**src/rtl/dmem_arbiter_pkg.sv**
```systemverilog
// Shared types and helpers for the two-requester Data_Mem arbiter.
package dmem_arbiter_pkg;

  typedef enum logic [1:0] {IDLE, RD_WAIT, DBG_LOCK} arb_state_t;
  typedef enum logic {OWN_CPU = 1'b0, OWN_DBG = 1'b1} arb_owner_t;

  localparam logic [15:0] WAIT_MAX = 16'hFFFF;

  function automatic logic [15:0] sat_inc16(input logic [15:0] v, input logic en);
    return (en && (v != WAIT_MAX)) ? v + 16'd1 : v;
  endfunction

endpackage

```
**src/rtl/dmem_arbiter_rr_pick2.sv**
```systemverilog
// Combinational 2-way round-robin picker: a lone requester wins, a tie goes
// to the requester that did not own the bus last.
module rr_pick2
  import dmem_arbiter_pkg::*;
(
  input  logic [1:0] i_req,
  input  arb_owner_t i_last,
  output arb_owner_t o_winner,
  output logic       o_valid
);

  always_comb begin
    o_valid  = |i_req;
    o_winner = OWN_CPU;
    case (i_req)
      2'b10:   o_winner = OWN_DBG;
      2'b11:   o_winner = (i_last == OWN_CPU) ? OWN_DBG : OWN_CPU;
      default: o_winner = OWN_CPU;
    endcase
  end

endmodule

```
**src/rtl/dmem_arbiter.sv**
```systemverilog
// Arbiter between the CPU datapath and the debug/loader port for the single
// port Data_Mem; returns read data to the owner and stalls the CPU meanwhile.
module dmem_arbiter
  import dmem_arbiter_pkg::*;
#(
  parameter int ADDR_W   = 16,
  parameter int DATA_W   = 16,
  parameter int LOCK_MAX = 64
) (
  input  logic              clk,
  input  logic              rst,
  input  logic              cpu_req,
  input  logic              cpu_we,
  input  logic [ADDR_W-1:0] cpu_addr,
  input  logic [DATA_W-1:0] cpu_wdata,
  output logic              cpu_gnt,
  output logic              cpu_rvalid,
  output logic [DATA_W-1:0] cpu_rdata,
  output logic              cpu_stall,
  input  logic              dbg_req,
  input  logic              dbg_we,
  input  logic [ADDR_W-1:0] dbg_addr,
  input  logic [DATA_W-1:0] dbg_wdata,
  input  logic              dbg_lock,
  output logic              dbg_gnt,
  output logic              dbg_rvalid,
  output logic [DATA_W-1:0] dbg_rdata,
  output logic [ADDR_W-1:0] mem_addr,
  output logic              mem_we,
  output logic [DATA_W-1:0] mem_wdata,
  input  logic [DATA_W-1:0] mem_rdata,
  output logic [15:0]       cpu_wait
);

  localparam int CNT_W = $clog2(LOCK_MAX) + 1;
  localparam logic [CNT_W-1:0] LOCK_LAST = CNT_W'(LOCK_MAX - 1);

  arb_state_t       r_state;
  arb_owner_t       r_last_owner;
  arb_owner_t       r_rd_owner;
  logic [CNT_W-1:0] r_lock_cnt;
  logic [15:0]      r_cpu_wait;

  arb_state_t w_state_nxt;
  arb_owner_t w_pick_winner;
  logic       w_pick_valid;
  logic       w_lim;
  logic       w_rvalid;

  rr_pick2 u_pick (
    .i_req    ({dbg_req, cpu_req}),
    .i_last   (r_last_owner),
    .o_winner (w_pick_winner),
    .o_valid  (w_pick_valid)
  );

  // The lock limit only matters while the CPU is actually waiting.
  assign w_lim = cpu_req && (r_lock_cnt == LOCK_LAST);

  always_comb begin
    cpu_gnt     = 1'b0;
    dbg_gnt     = 1'b0;
    w_state_nxt = r_state;
    case (r_state)
      IDLE: begin
        if (w_pick_valid) begin
          cpu_gnt = rst && (w_pick_winner == OWN_CPU);
          dbg_gnt = rst && (w_pick_winner == OWN_DBG);
        end
        if (cpu_gnt)      w_state_nxt = cpu_we ? IDLE : RD_WAIT;
        else if (dbg_gnt) w_state_nxt = !dbg_we ? RD_WAIT : (dbg_lock ? DBG_LOCK : IDLE);
      end
      RD_WAIT: begin
        w_state_nxt = (r_rd_owner == OWN_DBG && dbg_lock && !w_lim) ? DBG_LOCK : IDLE;
      end
      DBG_LOCK: begin
        dbg_gnt = rst && dbg_req;
        if (dbg_gnt && !dbg_we)    w_state_nxt = RD_WAIT;
        else if (!dbg_lock || w_lim) w_state_nxt = IDLE;
        else                         w_state_nxt = DBG_LOCK;
      end
      default: w_state_nxt = IDLE;
    endcase
  end

  always_comb begin
    mem_addr  = '0;
    mem_wdata = '0;
    mem_we    = 1'b0;
    if (cpu_gnt) begin
      mem_addr  = cpu_addr;
      mem_wdata = cpu_wdata;
      mem_we    = cpu_we;
    end else if (dbg_gnt) begin
      mem_addr  = dbg_addr;
      mem_wdata = dbg_wdata;
      mem_we    = dbg_we;
    end
  end

  assign w_rvalid   = rst && (r_state == RD_WAIT);
  assign cpu_rvalid = w_rvalid && (r_rd_owner == OWN_CPU);
  assign dbg_rvalid = w_rvalid && (r_rd_owner == OWN_DBG);
  assign cpu_rdata  = cpu_rvalid ? mem_rdata : '0;
  assign dbg_rdata  = dbg_rvalid ? mem_rdata : '0;
  assign cpu_stall  = rst && cpu_req && !(cpu_gnt && cpu_we) && !cpu_rvalid;
  assign cpu_wait   = r_cpu_wait;

  always_ff @(posedge clk) begin
    if (!rst) begin
      r_state      <= IDLE;
      r_last_owner <= OWN_DBG;
      r_rd_owner   <= OWN_CPU;
      r_lock_cnt   <= '0;
      r_cpu_wait   <= '0;
    end else begin
      r_state    <= w_state_nxt;
      r_cpu_wait <= sat_inc16(r_cpu_wait, cpu_stall);
      if (cpu_gnt) begin
        r_last_owner <= OWN_CPU;
        r_rd_owner   <= OWN_CPU;
      end else if (dbg_gnt) begin
        r_last_owner <= OWN_DBG;
        r_rd_owner   <= OWN_DBG;
      end
      // The count survives a locked read so the limit spans the whole episode.
      if (w_state_nxt == IDLE)
        r_lock_cnt <= '0;
      else if (r_state == DBG_LOCK && cpu_req && r_lock_cnt != LOCK_LAST)
        r_lock_cnt <= r_lock_cnt + 1'b1;
    end
  end

endmodule

```
**config.mk**
```make
export PLATFORM = sky130hd
export DESIGN_NAME = dmem_arbiter
export DESIGN_NICKNAME = d
export VERILOG_FILES = /design/src/rtl/dmem_arbiter_pkg.sv /design/src/rtl/dmem_arbiter_rr_pick2.sv /design/src/rtl/dmem_arbiter.sv
export SDC_FILE = /design/constraint.sdc
export NUM_CORES = 1
export LEC_CHECK = 0
export BUFFER_PORTS_ARGS = -buffer_cell sky130_fd_sc_hd__buf_2
export CORE_MARGIN = 1
export CORE_UTILIZATION = 41
export CTS_CLUSTER_SIZE = 25
export DETAILED_ROUTE_END_ITERATION = 6
export GPL_TIMING_DRIVEN = 0
export HOLD_SLACK_MARGIN = 0.12
export PLACE_DENSITY = 0.86
export SYNTH_ARGS = -nofsm -noshare
export SYNTH_HDL_FRONTEND = slang
export SYNTH_SLANG_ARGS = --single-unit
```
**constraint.sdc**
```tcl
create_clock -name clk -period 4.1 [get_ports clk]
set_input_delay 0 -clock clk [delete_from_list [all_inputs] [get_ports clk]]
set_output_delay 0 -clock clk [all_outputs]
set_load 0.05 [all_outputs]
```
==> flow_metrics.env <==
export IMPL_report_final_hold_viol_count=0
export IMPL_crit_chain="dlygate4sd3_1 -> buf_2 -> or2b_1 -> and3b_1 -> clkbuf_1 -> clkbuf_1 -> a22o_1 -> buf_2"
export IMPL_reg2regPathDepth=8
export IMPL_antenna_cells_inserted=0
export IMPL_worst_path_max_fanout=10
export IMPL_crit_arrival_ps=2290
export IMPL_power_report_internal_total_mw=0.424
export IMPL_final_period_utilization_pct=56.0
export IMPL_synth_enable_flop_cells=0
export IMPL_combinational_group_share_of_total_power_pct=40.7
export IMPL_num_vias=2581
export IMPL_worstHoldEndpoint="cpu_wait[6]"
export IMPL_grt_start_max_net_pins=16
export IMPL_viasPerCell=5.45
export IMPL_area_enclosed_by_the_die_boundary_um2=5060
export IMPL_power_frac_clock_pct=21.4
export IMPL_dpl_hpwl_mm=6.12
export IMPL_max_cap_viol_count=0
export IMPL_post_route_drc_count=13
export IMPL_ctsHtreeMaxLevel=1
export IMPL_antenna_violating_nets_post_route=0
export IMPL_achievable_frequency_mhz=436
export IMPL_grt_first_pass_wirelength_mm=11.5
export IMPL_ys_warnings_count=0
export IMPL_clock_insertion_delay_worst_skew_ps=270
export IMPL_setup_tns_final_ps=0
export IMPL_dieHeight_um=71.2
export IMPL_post_cts_resized_instances=0
export IMPL_ys_async_sr_fraction_pct=0
export IMPL_grt_remaining_overflow=0
export IMPL_seqPwrFrac_pct=38.0
export IMPL_routabilityCongestion=0.965
export IMPL_ff2ff_setup_slack_ps=1970
export IMPL_design_portCount=173
export IMPL_clock_path_buffers=2
export IMPL_drive_gt1_share_pct=44.5
export IMPL_final_common_cell="buf_2"
export IMPL_core_area_um2=4470
export IMPL_r2r_start="cpu_wait[0]"
export IMPL_row_count=24
export IMPL_hold_sp="rst"
export IMPL_cts_sinks=27
export IMPL_category_of_the_most_critical_setup_path="input port to primary output"
export IMPL_grt_pass1_vias=2353
export IMPL_final_cell_mix="buf_2 (173), a22o_1 (33), dfxtp_1 (27)"
export IMPL_endpoint_kind="primary output"
export IMPL_critical_path_slowest_cell="dlygate4sd3_1"
export IMPL_hold_path_class="input port to register"
export IMPL_timing_final_setup_violations=0
export IMPL_netlist_cell_type_count=45
export IMPL_drt_wirelength_per_cell_um=16.2
export IMPL_final_net_count=512
export IMPL_die_w_um=71.2
export IMPL_initial_utilization_pct=43.8
export IMPL_worst_ir_drop_vdd_mv=0.146
export IMPL_synth_yosys_seq_area_share_pct=27.6
export IMPL_crit_required_ps=4100
export IMPL_report_final_slew_viol_count=0
export IMPL_tritoncts_clock_tree="built"
export IMPL_postSynthNetCount=332
export IMPL_grt_setup_unrepaired="no"
export IMPL_root_buffer="clkbuf_8"
export IMPL_whs_path_depth=3
export IMPL_worst_r2r_endpoint="cpu_wait[1]"
export IMPL_final_setup_skew_ps=1.27
export IMPL_power_per_unit_of_standard_cell_area_nw_per_um2=240
export IMPL_synth_ff_latch_count=27
export IMPL_synth_avg_cell_area_um2=8.07
export IMPL_antenna_found_initial=0
export IMPL_detail_route_iter0_violations=95
export IMPL_drt_first_pass_iters=7
export IMPL_grt_usage_pct=28.7
export IMPL_cts_made_buffers=3
export IMPL_finish_instance_area_um2=2970
export IMPL_sw_frac_of_total_pct=40.5
export IMPL_finalWorstPathRequiredPeriod_ps=2290
export IMPL_power_net_switching_mw=0.288
export IMPL_slew_headroom_pct=51.8
export IMPL_synthFlopType="dfxtp_1"
export IMPL_run_status="complete, but fails checks"
export IMPL_postPlaceCellArea_um2=2880
export IMPL_worst_setup_hold_path_clk_slew_ps=90
export IMPL_p_leak_nw=1.59
export IMPL_post_synth_instance_area_um2=1960
export IMPL_crit_path_start_kind="input port"
export IMPL_critPathTopFamily="buffers and inverters"
export IMPL_slowest_delay_ps=540
export IMPL_placement_io_buffers=171
export IMPL_final_fill_count=394
export IMPL_route_final_wire_length_mm=7.67
export IMPL_failing_checks="design-rule violations"
export IMPL_synth_cells=243
export IMPL_max_slew_worst_pin_slew_ps=722
export IMPL_buf_inv_on_cp=5
export IMPL_synthToLayoutAreaGrowth_pct=51.4
==> synthesized netlist by cell type (2+ instances only) <==
master	count	area (um^2)
nor2b_1	2	12.5
nand3_2	2	20.0
nor3_1	4	20.0
and3b_1	3	26.3
a22o_1	33	289
a21oi_2	3	26.3
o211ai_1	3	22.5
nand4_1	6	37.5
o21ai_0	4	20.0
clkbuf_1	11	41.3
nor3b_1	2	15.0
and2_1	21	131
a21oi_1	11	55.1
ha_1	2	25.0
and4_1	2	17.5
nand3_1	5	25.0
buf_1	4	15.0
or3_1	2	12.5
and3_1	17	106
nand2_1	13	48.8
buf_2	2	10.0
inv_1	8	30.0
nor2_1	15	56.3
nand3b_1	3	22.5
xor2_1	3	26.3
dfxtp_1	27	541
or4_1	6	45.0
o31ai_1	9	67.6
mux2i_1	2	20.0
xnor2_1	3	26.3
==> how the worst max path moves through the flow <==
stage                           start             to  slack (ps)  depth (start not counted)
after CTS                     dbg_req  mem_wdata[12]        1830                          8
after global routing       r_state[1]  mem_wdata[12]        1660                          6
after global placement    cpu_wait[0]    cpu_wait[1]        2050                          8
final                         dbg_req  mem_wdata[12]        1810                          8
after detailed placement  cpu_wait[0]    cpu_wait[1]        2000                          8
after floorplan           cpu_wait[0]    cpu_wait[1]        1780                          8
==> final cells by class <==
class,instances,area (um^2),share of cell area [%]
flip-flops and latches,27,541,18.2
well taps,52,65.1,2.19
repair buffers,175,896,30.2
clock buffers,3,41.3,1.39
multi-input cells,189,1290,43.5
clock inverters,1,5.00,0.169
plain buffers,19,97.6,3.29
inverters,8,30.0,1.01
==> tightest hold or removal path: cells and delay by family <==
kind,cells,cell delay (ps)
AO/OA/AOI/OAI,1,50
buffers and inverters,2,330
==> power by group through the flow <==
| stage | logic [mW] | registers, mW | clock network [mW] |
|---|---|---|---|
| after detailed placement | 0.282 | 0.276 | 0 |
| after floorplan | 0.183 | 0.280 | 0 |
| after global routing | 0.304 | 0.271 | 0.166 |
| after CTS | 0.287 | 0.270 | 0.151 |
| final | 0.290 | 0.270 | 0.152 |
| after global placement | 0.279 | 0.276 | 0 |
==> sequential cells by signal, summed over array words and instances (netlist names) <==
register / flops
r_rd_owner: 1
r_last_owner: 1
r_state: 2
cpu_wait: 16
r_lock_cnt: 7
==> logic make-up after synthesis <==
logic type,after synthesis,share of synthesized area (%)
simple gates,110,34.0
compound gates,69,27.0
buf+inv,27,6.51
flops,27,27.6
xor+xnor,6,2.68
mux,2,1.02
fa+ha+maj,2,1.28
==> per-stage QoR <==
step                      total power, mW  utilization, %  setup slack [ps]  hold WS (ps)  cells
after detailed placement            0.559            64.4              2000           355    466
after global routing                0.741            66.3              1660           156    474
final                               0.712            66.3              1810           149    474
after floorplan                     0.463               -              1780           184    243
after CTS                           0.709            66.3              1830           145    474
after global placement              0.555            64.4              2050           341    466
==> layer usage <==
layer | vias up | part of all wire (%) | global-route usage, % | routed length (um)
met5 | - | 0 | 0 | 0
met4 | 0 | 0.95 | 3.56 | 73
met3 | 8 | 15 | 17.0 | 1140
met2 | 117 | 44 | 45.3 | 3340
met1 | 1188 | 41 | 34.7 | 3110
li1 | 1268 | - | - | -
==> repair_timing <==
item / 4_1_cts / 5_1_grt
endpoints found under the setup margin: 0 / 0
hold buffers: 4 / 0
setup buffers: 0 / 0
hold endpoints to repair: 3 / 0
No activity file was read; power rests on OpenSTA's default activity.
